### config.mk
export PLATFORM = sky130hd
export DESIGN_NAME = rggen_trigger_arbiter
export DESIGN_NICKNAME = d
export VERILOG_FILES = /design/src/rtl/rggen_trigger_arbiter.sv
export SDC_FILE = /design/constraint.sdc
export NUM_CORES = 1
export LEC_CHECK = 0
export ABC_CLOCK_PERIOD_IN_PS = 9100
export BUFFER_PORTS_ARGS = -buffer_cell sky130_fd_sc_hd__buf_2
export CAP_MARGIN = 15
export CELL_PAD_IN_SITES_DETAIL_PLACEMENT = 1
export CELL_PAD_IN_SITES_GLOBAL_PLACEMENT = 2
export CORE_MARGIN = 4
export CORE_UTILIZATION = 36
export CTS_CLUSTER_DIAMETER = 80
export DETAILED_ROUTE_END_ITERATION = 7
export GPL_TIMING_DRIVEN = 0
export PLACE_DENSITY_LB_ADDON = 0.05
export SLEW_MARGIN = 15
export SYNTH_ARGS = -nofsm -noshare
export SYNTH_HDL_FRONTEND = slang
export SYNTH_SLANG_ARGS = --single-unit
### constraint.sdc
create_clock -name i_clk -period 9.1 [get_ports i_clk]
set_input_delay 0.455 -clock i_clk [delete_from_list [all_inputs] [get_ports i_clk]]
set_output_delay 0.455 -clock i_clk [all_outputs]
set_load 0.01 [all_outputs]
### src/rtl/rggen_trigger_arbiter.sv
// Round-robin arbiter that latches one-cycle trigger pulses as pending requests
// and hands them one at a time to a shared engine with a busy timeout.
module rggen_trigger_arbiter #(
    parameter int REQUESTERS    = 4,
    parameter int ID_WIDTH      = 2,
    parameter int TIMEOUT_WIDTH = 8
) (
    input  logic                     i_clk,
    input  logic                     i_rst_n,
    input  logic [REQUESTERS-1:0]    i_trigger,
    output logic [REQUESTERS-1:0]    o_pending,
    output logic [REQUESTERS-1:0]    o_overflow,
    input  logic [REQUESTERS-1:0]    i_overflow_clear,
    output logic                     o_valid,
    input  logic                     i_ready,
    output logic [ID_WIDTH-1:0]      o_id,
    input  logic                     i_done,
    input  logic [TIMEOUT_WIDTH-1:0] i_timeout,
    output logic                     o_busy,
    output logic                     o_timeout
);

    localparam logic [1:0] ST_IDLE    = 2'd0;
    localparam logic [1:0] ST_REQUEST = 2'd1;
    localparam logic [1:0] ST_BUSY    = 2'd2;

    localparam logic [TIMEOUT_WIDTH-1:0] CNT_ONE  = TIMEOUT_WIDTH'(1);
    localparam logic [ID_WIDTH-1:0]      LAST_RST = ID_WIDTH'(REQUESTERS - 1);

    logic [1:0]               state_q, state_d;
    logic [REQUESTERS-1:0]    pending_q, pending_d;
    logic [REQUESTERS-1:0]    overflow_q, overflow_d;
    logic                     valid_q, valid_d;
    logic [ID_WIDTH-1:0]      id_q, id_d;
    logic [ID_WIDTH-1:0]      last_q, last_d;
    logic [TIMEOUT_WIDTH-1:0] cnt_q, cnt_d;
    logic                     timeout_q, timeout_d;

    logic                     accept;
    logic [REQUESTERS-1:0]    grant_clr;
    logic [REQUESTERS-1:0]    ovf_set;
    logic [ID_WIDTH-1:0]      grant_idx;
    int                       best_off;
    int                       off;
    logic [TIMEOUT_WIDTH-1:0] tmo_last;
    logic                     tmo_expire;

    assign accept = (state_q == ST_REQUEST) && i_ready;

    always_comb begin
        grant_clr = '0;
        ovf_set   = '0;
        for (int i = 0; i < REQUESTERS; i++) begin
            grant_clr[i] = accept && (id_q == ID_WIDTH'(i));
            // A trigger racing its own acceptance is absorbed as a fresh request.
            ovf_set[i]   = i_trigger[i] && pending_q[i] && !grant_clr[i];
        end
        pending_d  = i_trigger | (pending_q & ~grant_clr);
        overflow_d = ovf_set | (overflow_q & ~i_overflow_clear);
    end

    // Pick the pending index with the smallest distance past the last grant.
    always_comb begin
        best_off  = REQUESTERS;
        off       = 0;
        grant_idx = '0;
        for (int i = 0; i < REQUESTERS; i++) begin
            off = i - int'(last_q) - 1;
            if (off < 0) off = off + REQUESTERS;
            if (pending_q[i] && (off < best_off)) begin
                best_off  = off;
                grant_idx = ID_WIDTH'(i);
            end
        end
    end

    assign tmo_last   = i_timeout - CNT_ONE;
    assign tmo_expire = (i_timeout != '0) && (cnt_q == tmo_last);

    always_comb begin
        state_d   = state_q;
        valid_d   = valid_q;
        id_d      = id_q;
        last_d    = last_q;
        cnt_d     = cnt_q;
        timeout_d = 1'b0;
        case (state_q)
            ST_IDLE: begin
                if (|pending_q) begin
                    valid_d = 1'b1;
                    id_d    = grant_idx;
                    state_d = ST_REQUEST;
                end
            end
            ST_REQUEST: begin
                if (i_ready) begin
                    valid_d = 1'b0;
                    last_d  = id_q;
                    cnt_d   = '0;
                    state_d = ST_BUSY;
                end
            end
            ST_BUSY: begin
                if (i_done) begin
                    state_d = ST_IDLE;
                end else if (tmo_expire) begin
                    state_d   = ST_IDLE;
                    timeout_d = 1'b1;
                end else if ((i_timeout != '0) && (cnt_q != '1)) begin
                    cnt_d = cnt_q + CNT_ONE;
                end
            end
            default: begin
                state_d = ST_IDLE;
                valid_d = 1'b0;
            end
        endcase
    end

    always_ff @(posedge i_clk or negedge i_rst_n) begin
        if (!i_rst_n) begin
            state_q    <= ST_IDLE;
            pending_q  <= '0;
            overflow_q <= '0;
            valid_q    <= 1'b0;
            id_q       <= '0;
            last_q     <= LAST_RST;
            cnt_q      <= '0;
            timeout_q  <= 1'b0;
        end else begin
            state_q    <= state_d;
            pending_q  <= pending_d;
            overflow_q <= overflow_d;
            valid_q    <= valid_d;
            id_q       <= id_d;
            last_q     <= last_d;
            cnt_q      <= cnt_d;
            timeout_q  <= timeout_d;
        end
    end

    assign o_pending  = pending_q;
    assign o_overflow = overflow_q;
    assign o_valid    = valid_q;
    assign o_id       = id_q;
    assign o_busy     = (state_q != ST_IDLE);
    assign o_timeout  = timeout_q;

endmodule

==> flow_metrics.py <==
metrics = {
    "sta": {
        "period_minus_slack_ps": 4160,
        "slew_headroom": 0.614,
        "skew_ps": 2.80,
        "hold_viol": 0,
        "holdWs_ps": 176,
        "setup_violations": 0,
        "max_freq_mhz": 241,
        "tns_ps": 0,
        "tightest_slew_ps": 579,
        "drv_slew": 0,
        "rsz0062_at_grt": "no",
        "period_share": 0.457,
    },
    "finish": {
        "final_nets": 265,
        "final_core_util": 0.439,
        "layout-drive-gt1-share": 0.225,
        "num_antenna_cells": 0,
        "area_delta_synth_final_pct": 18.2,
        "n_fill_cell": 580,
    },
    "global_route": {
        "antenna_found_initial": 0,
        "grt.total_usage": 0.174,
        "grt_pass1_vias": 1820,
        "busiest_layer": "met2",
        "gr-usage-met2": 0.339,
        "use_met3": 0.0255,
        "grt_pass1_wl_um": 8630,
        "grtUsageMet1": 0.192,
        "grt_overflow": 0,
        "grt_max_degree": 25,
    },
    "setup_path": {
        "crit_arrival_ps": 4350,
        "startpoint": "last_q[0]",
        "crit_fanout": 7,
        "worst_path_max_delay_cell": "dfstp_2",
        "crit_buf_inv": 2,
        "worstPathRequired_ps": 9300,
        "path_class": "register to register",
        "slowest_delay_ps": 610,
        "cp_top_family": "compound AO/OA/AOI/OAI gates",
        "r2r-start": "last_q[0]",
        "crit_top_cell": "ha_1",
        "end_kind": "register",
        "start_kind": "register",
        "crit_chain": "inv_1, ha_1, xnor2_1, and2_1, nor2_1, a211oi_1, inv_1, ha_1, o211ai_1, o311ai_2, mux2i_1, ha_1, nand2_1, nand3b_1, nand2_1, a21oi_1, a211o_1, a21oi_1",
    },
    "power_and_ir_drop": {
        "p_leak_uw": 0.000930,
        "power_density_mw_per_mm2": 320,
        "ir_drop_mv": 0.109,
        "power_uw": 664,
    },
    "job": {
        "drv_cap": 0,
    },
    "yosys": {
        "synth_flop_cell": "dfrtp_1",
        "syn-instance-count": 194,
        "syn_avg_cell_area_sq_um": 9.05,
        "syn_area_sq_mm": 0.00176,
        "synth_cell_types": 53,
        "synth_edf_count": 0,
        "synth-seq-cells": 24,
        "async_flop_share": 1.00,
        "ys_warn_count": 0,
        "ys_seq_area_frac": 0.344,
    },
    "clocking": {
        "path_clk_slew_ps": 90,
        "clock_sinks": 24,
        "postCtsHoldBufs": 0,
        "cts_setup_buffers": 0,
        "clock_path_buffers": 2,
        "clock_latency_ps": 270,
        "numCtsBuffers": 3,
        "cts_tree": "built",
        "htree_levels": 1,
        "ctsResizeCount": 0,
        "cts_root_buffer": "clkbuf_8",
    },
    "routing": {
        "routed_via_density": 5.41,
        "wl_per_cell_um": 16.5,
        "remaining_drc_errors": 0,
        "routed_wl_um": 4930,
        "ant_nets": 0,
        "dr.pass1.iters": 4,
        "drt-initial-drc-count": 48,
        "via_count": 1613,
    },
    "floorplan": {
        "die_h_um": 77.8,
        "die_x_um": 77.8,
        "die-area_sq_mm": 0.00606,
        "rows": 25,
        "start_util": 0.372,
        "coreArea_sq_mm": 0.00472,
        "io_pins": 33,
    },
    "placed_design": {
        "dpl.hpwl_um": 3940,
        "io_buffer_count": 32,
        "place_congestion": 0.800,
    },
    "hold_path": {
        "min_path_type": "input pin to asynchronous set/reset pin",
    },
    "status": {
        "outcome": "finished, final reports clean",
    },
}
## cells in the mapped netlist, drive strengths merged, types with 3 or more instances
library cell / number / area, sq um
a21o: 4 / 30.0
a21oi: 8 / 43.8
a31oi: 3 / 25.0
dfrtp: 22 / 551
ha: 13 / 163
inv: 17 / 63.8
nand2: 18 / 67.6
nand3: 5 / 25.0
nor2: 10 / 40.0
nor2b: 4 / 25.0
nor3: 4 / 25.0
nor4: 4 / 46.3
o211ai: 6 / 45.0
o21ai: 15 / 75.1
o22ai: 3 / 18.8
or3: 6 / 37.5
or4: 7 / 56.3
xnor2: 7 / 61.3
xor2: 5 / 43.8
## worst reg2reg max path, delay by kind of cell (launching register included)
kind | cells | cell delay (ps)
compound gates | 6 | 1340
fa+ha+maj | 3 | 770
flops | 1 | 610
simple gates | 5 | 560
xor+xnor | 1 | 330
mux | 1 | 280
buf+inv | 2 | 190
## kinds of logic after synthesis
logic type / share of synthesized area
AOI/OAI and AO/OA: 0.196
DFF: 0.344
other: 0.00214
buffers and inverters: 0.0470
and+or+nand+nor: 0.253
xor gates and xnor gates: 0.0599
muxes: 0.00570
adders and majority gates: 0.0927
## final cells by class
class	instances	area (sq um)	share of cell area
Multi-Input combinational cell	151	1070	0.517
Sequential cell	24	603	0.291
Timing Repair Buffer	32	160	0.0772
Tap cell	67	83.8	0.0404
Inverter	17	63.8	0.0308
Clock buffer	3	41.3	0.0199
Clock inverter	1	30.0	0.0145
Buffer	3	18.8	0.00905
## layer usage
metal | vias up | share of wire
li1 | 784 | -
met1 | 807 | 0.41
met5 | - | 0
met4 | 0 | 0.0055
met2 | 20 | 0.55
met3 | 2 | 0.028
## layout by cell type (no fill, tap or decap), types with 3 or more instances in the layout
| cell type | count |
|---|---|
| a21o_1 | 4 |
| nor2_1 | 9 |
| dfrtp_1 | 22 |
| nand3_1 | 5 |
| xnor2_1 | 7 |
| nor3_1 | 3 |
| a21oi_1 | 7 |
| clkbuf_8 | 3 |
| buf_2 | 32 |
| or3_1 | 6 |
| nor2b_1 | 4 |
| ha_1 | 13 |
| o22ai_1 | 3 |
| inv_1 | 17 |
| o211ai_1 | 6 |
| o21ai_1 | 3 |
| xor2_1 | 5 |
| o21ai_0 | 12 |
| or4_1 | 6 |
| nand2_1 | 18 |
## power breakdown
group | total (uW) | internal, uW | leakage (uW) | switching (uW)
clock | 95.1 | 58.8 | 0.0000357 | 36.3
combinational | 404 | 168 | 0.000610 | 237
sequential | 164 | 134 | 0.000283 | 30.0
## through the flow
step                std cells  area (sq um)  setup slack (ps)
floorplan                 195          1760              5540
global placement          294          2000              5080
detailed placement        294          2000              4950
CTS                       298          2070              4920
global route              298          2070              4570
finish                    298          2070              4940
## worst paths after layout
| kind | end | slack, ps | cells past startpoint |
|---|---|---|---|
| worst max-delay path | o_id[0] | 4940 | 18 |
| worst min-delay path | state_q[0] | 180 | 1 |
| worst max register to register | o_id[0] | 4940 | 18 |
| worst min register to register | o_valid | 500 | 1 |
| max in group asynchronous | cnt_q[1] | 8540 | 1 |
| min in group i_clk | o_overflow[3] | 360 | 2 |
## flip-flops by register name (all words and copies together), names as in the netlist
name / flops
o_pending: 4
o_valid: 1
cnt_q: 8
o_overflow: 4
state_q: 2
o_timeout: 1
last_q: 2
o_id: 2
Note: power is estimated with default switching activity, not from simulation.
